[src/rtl/mem_req_ctrl.sv]
// Requester-side controller for a dual-port word memory: fetches read through port 2,
// data loads/stores go through port 1, and each channel returns its response on a held channel.
module mem_req_ctrl #(
  parameter int WORD_SIZE = 16,
  parameter int ADDR_SIZE = 16
) (
  input  logic                 clk,
  input  logic                 reset,
  input  logic                 f_req_valid,
  output logic                 f_req_ready,
  input  logic [ADDR_SIZE-1:0] f_req_addr,
  output logic                 f_rsp_valid,
  input  logic                 f_rsp_ready,
  output logic [WORD_SIZE-1:0] f_rsp_data,
  input  logic                 d_req_valid,
  output logic                 d_req_ready,
  input  logic                 d_req_we,
  input  logic [ADDR_SIZE-1:0] d_req_addr,
  input  logic [WORD_SIZE-1:0] d_req_wdata,
  output logic                 d_rsp_valid,
  input  logic                 d_rsp_ready,
  output logic [WORD_SIZE-1:0] d_rsp_data,
  output logic                 mem_r_en1,
  output logic                 mem_w_en,
  output logic [ADDR_SIZE-1:0] mem_addr1,
  output logic [WORD_SIZE-1:0] mem_w_data,
  input  logic [WORD_SIZE-1:0] mem_r_data1,
  output logic                 mem_r_en2,
  output logic [ADDR_SIZE-1:0] mem_addr2,
  input  logic [WORD_SIZE-1:0] mem_r_data2
);

  // Handshake: a request transfers on any rising clk edge where valid and ready are both high;
  // a response transfers where rsp_valid and rsp_ready are both high, and rsp_data is held until then.
  typedef enum logic [1:0] {IDLE, WAIT, RESP} state_t;

  state_t                 f_state;
  state_t                 d_state;
  logic                   f_hs;
  logic                   d_hs;
  logic                   hazard;
  logic                   d_we_q;
  logic [WORD_SIZE-1:0]   d_wdata_q;

  assign d_req_ready = ~reset & ((d_state == IDLE) | ((d_state == RESP) & d_rsp_ready));
  assign d_hs        = d_req_valid & d_req_ready;

  // A fetch racing a store to the same word waits one cycle so it reads only the new value.
  assign hazard      = d_hs & d_req_we & f_req_valid & (f_req_addr == d_req_addr);

  assign f_req_ready = ~reset & ((f_state == IDLE) | ((f_state == RESP) & f_rsp_ready)) & ~hazard;
  assign f_hs        = f_req_valid & f_req_ready;

  assign mem_r_en2   = f_hs;
  assign mem_addr2   = f_req_addr;
  assign mem_r_en1   = d_hs & ~d_req_we;
  assign mem_w_en    = d_hs & d_req_we;
  assign mem_addr1   = d_req_addr;
  assign mem_w_data  = d_req_wdata;

  always_ff @(posedge clk) begin
    if (reset) begin
      f_state     <= IDLE;
      f_rsp_valid <= 1'b0;
      f_rsp_data  <= '0;
    end else begin
      case (f_state)
        IDLE: if (f_hs) f_state <= WAIT;
        WAIT: begin
          f_state     <= RESP;
          f_rsp_valid <= 1'b1;
          f_rsp_data  <= mem_r_data2;
        end
        RESP: if (f_rsp_ready) begin
          f_rsp_valid <= 1'b0;
          f_state     <= f_hs ? WAIT : IDLE;
        end
        default: begin
          f_state     <= IDLE;
          f_rsp_valid <= 1'b0;
        end
      endcase
    end
  end

  always_ff @(posedge clk) begin
    if (reset) begin
      d_state     <= IDLE;
      d_rsp_valid <= 1'b0;
      d_rsp_data  <= '0;
      d_we_q      <= 1'b0;
      d_wdata_q   <= '0;
    end else begin
      if (d_hs) begin
        d_we_q    <= d_req_we;
        d_wdata_q <= d_req_wdata;
      end
      case (d_state)
        IDLE: if (d_hs) d_state <= WAIT;
        WAIT: begin
          d_state     <= RESP;
          d_rsp_valid <= 1'b1;
          // Stores acknowledge with the word they wrote.
          d_rsp_data  <= d_we_q ? d_wdata_q : mem_r_data1;
        end
        RESP: if (d_rsp_ready) begin
          d_rsp_valid <= 1'b0;
          d_state     <= d_hs ? WAIT : IDLE;
        end
        default: begin
          d_state     <= IDLE;
          d_rsp_valid <= 1'b0;
        end
      endcase
    end
  end

endmodule

[config.mk]
export PLATFORM = sky130hd
export DESIGN_NAME = mem_req_ctrl
export DESIGN_NICKNAME = d
export VERILOG_FILES = /design/src/rtl/mem_req_ctrl.sv
export SDC_FILE = /design/constraint.sdc
export NUM_CORES = 1
export LEC_CHECK = 0
export CAP_MARGIN = 40
export CORE_MARGIN = 3
export CORE_UTILIZATION = 45
export CTS_CLUSTER_SIZE = 16
export DETAILED_ROUTE_END_ITERATION = 8
export DONT_BUFFER_PORTS = 1
export PLACE_DENSITY_LB_ADDON = 0.2
export SYNTH_ARGS = -nofsm -noshare
export SYNTH_HDL_FRONTEND = slang
export SYNTH_SLANG_ARGS = --single-unit
export TNS_END_PERCENT = 10
[constraint.sdc]
create_clock -name clk -period 1.2 [get_ports clk]
set_clock_uncertainty 0.15 [all_clocks]
set_input_delay 0.18 -clock clk [delete_from_list [all_inputs] [get_ports clk]]
set_output_delay 0.18 -clock clk [all_outputs]
set_load 0.1 [all_outputs]
# Yosys cells after proc, flatten, opt, wreduce, memory -nomap -nowiden
# Index checks and enable logic that the tools add are counted.
# word_totals
latchBits	0
wordCells	54
out_inout_bits	87
rom_bits	0
ramBits	0
mem_count	0
input_bits	87
regBits	55
# op_classes
div	0
multipliers	0
shift	0
bitwise	18
reduce_logical	6
mux	13
magnitude_cmp	0
add_sub_neg	0
n_eq_ne	9
# ops
op	count
== test 16 bit	1
2-to-1 mux 16 bit	1
one-hot mux 2 bit (3 select lines)	2
AND 1 bit	11
2-to-1 mux 2 bit	4
!= test 2 bit, second input constant	4
AND reduction 2 bit	4
one-hot mux 1 bit (3 select lines)	2
inverter 1 bit	5
== test 2 x 1 -> 1 bit, second input constant	2
== test 2 bit, second input constant	2
logical NOT 2 bit	2
2-to-1 mux 1 bit	4
bitwise OR 1 bit	2

# Logic depth before layout (Yosys ltp)
# Gate-level depths: netlist of the first run.
# logic_depth
ltp_word	14
ltp_mapped	7
depth_no_buf	4

# Worst setup path before layout of the first run
# No wires, ideal clock.
# synth_path
path_kind	register to output
startpoint	register f_state[1]
endpoint	output port mem_r_en2
setup_slack_ps	-2130
n_path_buf	0
stages_incl_launch_ff	4
arrival_time_ps	3000
required_time_ps	870
path_cell_list	dfxtp_1 > nor2b_1 > or3_1 > a211oi_1
# synth_via
elab_chain_cells	6
word_cells_on_any_way	7
classes_between	eq/ne (1); bitwise (5); reduce/logical (1)
# synth_lines
item	line_no	text
from (decl)	37	state_t f_state;
from (signal assigned)	76	f_state <= f_hs ? WAIT : IDLE;
== test 2 bit	51	assign f_req_ready = ~reset & ((f_state == IDLE) | ((f_state == RESP) & f_rsp_ready)) & ~hazard;
AND 1 bit	51	
bitwise OR 1 bit *	51	
AND 1 bit * (2 in a row)	51	
AND 1 bit *	52	assign f_hs = f_req_valid & f_req_ready;
to (decl)	28	output logic mem_r_en2,
# Mark *: on every way between the ends. The rest lies on a longest branch, timed or not.

# Worst setup path after layout of the first run
# Same ends and word-level chain as after synthesis.

==> results.sh, run 1 <==
export IMPL_overflow=0
export IMPL_wl_per_cell_um=18.08
export IMPL_ir_drop_uv=621.8
export IMPL_ys_ff_latch=55
export IMPL_area_delta_synth_final_pct=37.43
export IMPL_min_path_type="in2reg"
export IMPL_max_freq_ghz=0.5260
export IMPL_fin_crit_sh=1.584
export IMPL_power_leakage_nw=1.475
export IMPL_root_buffer="clkbuf_8"
export IMPL_ys_seq_area_frac=0.3964
export IMPL_drc=0
export IMPL_port_buffers=0
export IMPL_htree_num_levels=2
export IMPL_first_pass_iters=4
export IMPL_drv_slew=0
export IMPL_syn_area_um2=2778
export IMPL_die_area_um2=7151
export IMPL_arrival_ps=1570
export IMPL_relSlewSlack=0.8368
export IMPL_drt_antenna_violating_nets=0
export IMPL_place_inst=363
export IMPL_via_count=1997
export IMPL_cap_viol_max_count=0
export IMPL_grt_max_degree=56
export IMPL_diodes=0
export IMPL_fillers=436
export IMPL_path_class="reg2out"
export IMPL_rows=27
export IMPL_worst_pin_slew_ps=238.1
export IMPL_avgSynthCellArea_um2=9.228
export IMPL_worstPathRequired_ps=870
export IMPL_min_period_ps=1901
export IMPL_core_region_area_um2=5743
export IMPL_path_cells="nor2b_4 -> or3_4 -> a211oi_4 -> buf_12"
export IMPL_outcome="complete, but fails checks"
export IMPL_cts_tree="built"
export IMPL_violations="hold timing, setup timing"
export IMPL_drive_gt1_frac=0.4643
export IMPL_routed_wl_um=6871
export IMPL_boundaryPins=174
export IMPL_antenna_found_initial=0
export IMPL_fin_cells=380
export IMPL_cts_sinks=55
export IMPL_fin_area_um2=3817
export IMPL_clk_pin_slew_ps=100
export IMPL_critPathBufInv=1
export IMPL_drt_iter0_drc=60
export IMPL_cp_top_family="simple AND/OR/NAND/NOR gates"
export IMPL_cts_buffers=5
export IMPL_p_total_mw=4.789
export IMPL_syn_nets=388
export IMPL_synth_distinct_cells=28
export IMPL_rsz0062_at_grt="true"
export IMPL_via_per_inst=5.255
export IMPL_clock_latency_ps=310
export IMPL_powerDensity_nw_per_um2=1255
export IMPL_die_x_um=84.57
export IMPL_grt_pass1_wl_um=10160
export IMPL_hold_ws_ps=-221.0
export IMPL_syn_inst=301
export IMPL_place_congestion=0.7369
export IMPL_holdBufCountCts=1
export IMPL_crit_path_end_kind="primary output"
export IMPL_timing_final_hold_violations=54
export IMPL_hpwlAfterDp_um=4766
export IMPL_nNetsFinal=394
export IMPL_cts_buffer_depth=2
export IMPL_setup_viol=50
export IMPL_dpl_instance_area_um2=3284
export IMPL_grtUsageTotal=0.1797
export IMPL_grt_pass1_vias=1956
export IMPL_initial_core_util=0.4837
export IMPL_worst_path_max_delay_cell="or3_4"
export IMPL_startpoint_type="register"
export IMPL_fin_ws_ps=-701.0
export IMPL_yosys_warnings=0
export IMPL_crit_path_max_fanout=3
export IMPL_dieHeight_um=84.57
export IMPL_max_stage_delay_ps=360
## through the flow
step,worst slack [ps],setup TNS [ps],utilization
after floorplan,-744.1,-11450,-
after global placement,-388.8,-6032,0.5719
after detailed placement,-367.0,-6408,0.5719
after CTS,-721.3,-9458,0.6392
after global routing,-780.7,-14800,0.6647
final,-701.0,-10670,0.6647
## area by class of cell
class                      instances  area (um2)  share of cell area
timing repair buffer              65        1146              0.3002
sequential                        55        1159              0.3035
clock buffer                       5       68.82             0.01803
tap                               72       90.09             0.02360
multi-input combinational        177        1292              0.3386
inverter                           3       15.01            0.003933
clock inverter                     3       46.29             0.01213
## synthesized netlist by cell type
library cell,n,share of area
nand2b_1,3,0.0068
and2_1,1,0.0023
buf_8,1,0.0054
o21a_1,2,0.0054
nor3_1,3,0.0054
nor2_4,1,0.0041
buf_6,4,0.016
nand3_1,3,0.0054
inv_1,3,0.0041
a21oi_1,18,0.032
buf_2,3,0.0054
nor2_1,38,0.051
a211oi_2,13,0.059
buf_4,52,0.14
nor2b_1,3,0.0068
nand2_1,33,0.045
a31oi_1,1,0.0023
nor4_4,1,0.0077
dfxtp_1,55,0.40
nand4_1,2,0.0045
nand4_2,1,0.0045
clkbuf_2,1,0.0018
mux2i_1,32,0.12
or3_1,1,0.0023
xor2_1,2,0.0063
clkbuf_1,5,0.0068
a211oi_1,5,0.014
xnor2_1,14,0.044
## final timing paths
kind / start / to / slack [ps] / cells past startpoint
hold / removal: reset / d_rsp_data[5]$_SDFFE_PP0P_ / -220 / 1
setup reg to reg: d_state[0]$_SDFFE_PP0P_ / d_rsp_data[9]$_SDFFE_PP0P_ / -310 / 6
setup / recovery: f_state[1]$_SDFFE_PP0P_ / mem_r_en2 / -700 / 4
hold reg to reg: f_rsp_data[5]$_SDFFE_PP0P_ / f_rsp_data[5]$_SDFFE_PP0P_ / 320 / 2
## flip-flops by register name (all words and copies together), names as in the netlist
register / flops
d_rsp_data: 16
f_state: 2
d_wdata_q: 16
f_rsp_valid: 1
d_state: 2
d_we_q: 1
f_rsp_data: 16
d_rsp_valid: 1
## cell usage in the layout, fill, tap and decap left out, types with 4 or more instances in the layout
master,Yosys,final
nand2_1,33,32
a211oi_2,13,14
clkbuf_8,0,5
buf_12,0,43
xnor2_1,14,14
mux2i_1,32,32
buf_4,52,7
dfxtp_4,0,4
dfxtp_2,0,34
dfxtp_1,55,17
nor2_1,38,36
a21oi_1,18,16
buf_6,4,8
## cell families after synthesis
logic type / Yosys count / synth area share
compound gates: 39 / 0.1122
xor+xnor: 16 / 0.05045
buf+inv: 69 / 0.1802
flops: 55 / 0.3964
mux: 32 / 0.1153
simple gates: 90 / 0.1455
## routing by layer
layer | track usage | up-vias | share of wire
met5 | 0 | - | 0
met4 | 0.05036 | 0 | 0.012
met3 | 0.06183 | 11 | 0.090
met2 | 0.3224 | 108 | 0.53
met1 | 0.2007 | 921 | 0.37
li1 | - | 957 | -
## report_power, final
group | internal (mW) | switching [mW] | total [mW] | leakage (nW)
Sequential | 1.94 | 0.0940 | 2.04 | 0.467
Combinational | 0.610 | 0.879 | 1.49 | 0.953
Clock | 0.630 | 0.633 | 1.26 | 0.0548
## worst register-to-register path: cells and delay by family (launching register included)
kind	cells	cell delay, ps
buffers and inverters	3	400
flip-flops	1	370
AND/OR/NAND/NOR	2	330
AO/OA/AOI/OAI	1	180
## repair_timing
item                                    4_1_cts  5_1_grt
buffers inserted                              2        4
endpoints found under the setup margin       83       91
hold endpoints to repair                     54       54
cloned                                        1        4
pin swaps                                     6       13
gates resized for setup                      73       21
No activity file was read; power rests on OpenSTA's default activity.
==> run 2: changes to the inputs <==
ABC_AREA = 0   (was unset)
GPL_TIMING_DRIVEN = 0   (was unset)
SLEW_MARGIN = 20   (was unset)
==> run 2 against run 1 <==
The run still ends with hold timing, setup timing left. Clock power hardly changed. Sequential power up 3%. Power grew 20%. Global-route usage rose by 8.2 points. Count of clock-buffer cells in the layout grew 1. Flip-flop and latch count stayed put. Non-clock buffer count increased by 97. Cell area is 23% higher. Setup slack worse by 200 ps. Largest power group is now combinational cells. Highest routed layer unchanged.
==> results.sh, run 2 (same netlist as run 1, synthesis figures left out) <==
export IMPL_grt_pass1_vias=2779
export IMPL_nNetsFinal=491
export IMPL_cp_endpoint="f_req_ready"
export IMPL_drt_iter0_drc=77
export IMPL_rsz0062_at_grt="true"
export IMPL_htree_num_levels=2
export IMPL_wl_per_cell_um=20.14
export IMPL_boundaryPins=174
export IMPL_grt_max_degree=18
export IMPL_holdBufCountCts=48
export IMPL_hp_start="f_rsp_ready"
export IMPL_fin_crit_sh=1.754
export IMPL_diodes=0
export IMPL_root_buffer="clkbuf_8"
export IMPL_drc=0
export IMPL_max_stage_delay_ps=630
export IMPL_startpoint_type="register"
export IMPL_max_freq_ghz=0.4750
export IMPL_cts_sinks=55
export IMPL_timing_rr_end="f_rsp_data[1]$_SDFFE_PP0P_"
export IMPL_fin_setup_tns_ps=-12460
export IMPL_hold_ws_ps=-119.5
export IMPL_drt_antenna_violating_nets=0
export IMPL_die_x_um=84.57
export IMPL_dieHeight_um=84.57
export IMPL_timing_final_hold_violations=2
export IMPL_grt_pass1_wl_um=14680
export IMPL_powerDensity_nw_per_um2=1226
export IMPL_die_area_um2=7151
export IMPL_worstPathRequired_ps=870
export IMPL_min_path_type="in2reg"
export IMPL_fillers=317
export IMPL_via_per_inst=5.275
export IMPL_cts_buffer_depth=2
export IMPL_outcome="complete, but fails checks"
export IMPL_r2r_cells=7
export IMPL_antenna_found_initial=0
export IMPL_port_buffers=0
export IMPL_initial_core_util=0.4837
export IMPL_worst_path_max_delay_cell="a31oi_4"
export IMPL_p_total_mw=5.762
export IMPL_reg2reg_from="f_state[1]$_SDFFE_PP0P_"
export IMPL_via_count=2516
export IMPL_ir_drop_uv=828.8
export IMPL_relSlewSlack=0.4862
export IMPL_worst_pin_slew_ps=764.9
export IMPL_core_region_area_um2=5743
export IMPL_hpwlAfterDp_um=5930
export IMPL_overflow=0
export IMPL_routed_wl_um=9605
export IMPL_power_leakage_nw=1.907
export IMPL_setup_viol=69
export IMPL_grtUsageTotal=0.2613
export IMPL_min_period_ps=2105
export IMPL_fin_util=0.8185
export IMPL_mostFrequentLayoutCells="53 x buf_4, 48 x dlygate4sd3_1, 34 x nor2_1"
export IMPL_mostFrequentLayoutCell="buf_4"
export IMPL_crit_path_max_fanout=3
export IMPL_clock_latency_ps=310
export IMPL_path_cells="nor2b_4 -> or3_4 -> a31oi_4"
export IMPL_place_congestion=0.7876
export IMPL_crit_path_end_kind="primary output"
export IMPL_startpoint="f_state[1]$_SDFFE_PP0P_"
export IMPL_violations="hold timing, setup timing"
export IMPL_area_delta_synth_final_pct=69.23
export IMPL_regToRegSetupSlack_ps=-320
export IMPL_drive_gt1_frac=0.5037
export IMPL_cts_buffers=5
export IMPL_path_class="reg2out"
export IMPL_first_pass_iters=4
export IMPL_fin_ws_ps=-905.3
export IMPL_reg_top3="d_rsp_data x16, d_wdata_q x16, f_rsp_data x16"
export IMPL_clk_pin_slew_ps=100
export IMPL_arrival_ps=1780
export IMPL_drv_slew=0
export IMPL_rows=27
export IMPL_cts_tree="built"
export IMPL_cap_viol_max_count=0
-- run 2: changes by cell type in the layout (fill, tap and decap cells not counted), moves of 6 or more --
cell           change
buf_12            -14
buf_4             +46
buf_6              +7
clkbuf_1           +6
dfxtp_2           -12
dfxtp_4           +12
dlygate4sd3_1     +47
nand2_1            -6
-- run 2: final cells by class --
class / count / area (um2) / area share
repair buffers: 97 / 1400 / 0.2978
multi-input cells: 177 / 1356 / 0.2885
flip-flops and latches: 55 / 1189 / 0.2529
plain buffers: 65 / 539.3 / 0.1147
well taps: 72 / 90.09 / 0.01916
clock buffers: 6 / 72.57 / 0.01544
clock inverters: 2 / 38.79 / 0.008251
inverters: 3 / 15.01 / 0.003194
-- run 2: worst min path at each step --
stage                                        to  slack, ps  depth (start not counted)
CTS                     f_state[1]$_SDFFE_PP0P_       -130                          3
finish                 f_rsp_valid$_SDFFE_PP0P_       -120                          2
global route           f_rsp_valid$_SDFFE_PP0P_       -120                          2
floorplan           f_rsp_data[10]$_SDFFE_PP0P_        170                          2
detailed placement  f_rsp_data[13]$_SDFFE_PP0P_        170                          2
global placement    f_rsp_data[12]$_SDFFE_PP0P_        170                          2
-- run 2: what timing repair did --
item,in CTS,in global routing
pin swaps,9,8
resized for setup,96,44
setup buffers,13,6
gates cloned,2,1
setup endpoints to repair,87,91
endpoints found under the hold margin,49,2
-- run 2: routing by layer --
metal,GRT usage,share of wire
met1,0.2813,0.34
met2,0.5011,0.57
met3,0.05986,0.070
met4,0.07770,0.020
met5,0,0
-- run 2: metrics by stage --
stage	instance area (um2)	worst slack [ps]	std cells
after global routing	4701	-951.1	477
after floorplan	2864	-744.1	301
after global placement	2954	-815.0	373
final	4701	-905.3	477
after CTS	4551	-894.8	476
after detailed placement	3522	-698.7	405
-- run 2: power by group --
group          switching, mW  internal [mW]  leakage (nW)
clock                  0.637          0.632        0.0558
sequential             0.170           1.93         0.470
combinational           1.58          0.814          1.38
total                   2.38           3.38          1.91
-- run 2: worst max-delay path: cells and delay by family (launching register included) --
family	cells	cell delay, ps
flops	1	340
compound gates	1	630
simple gates	2	490
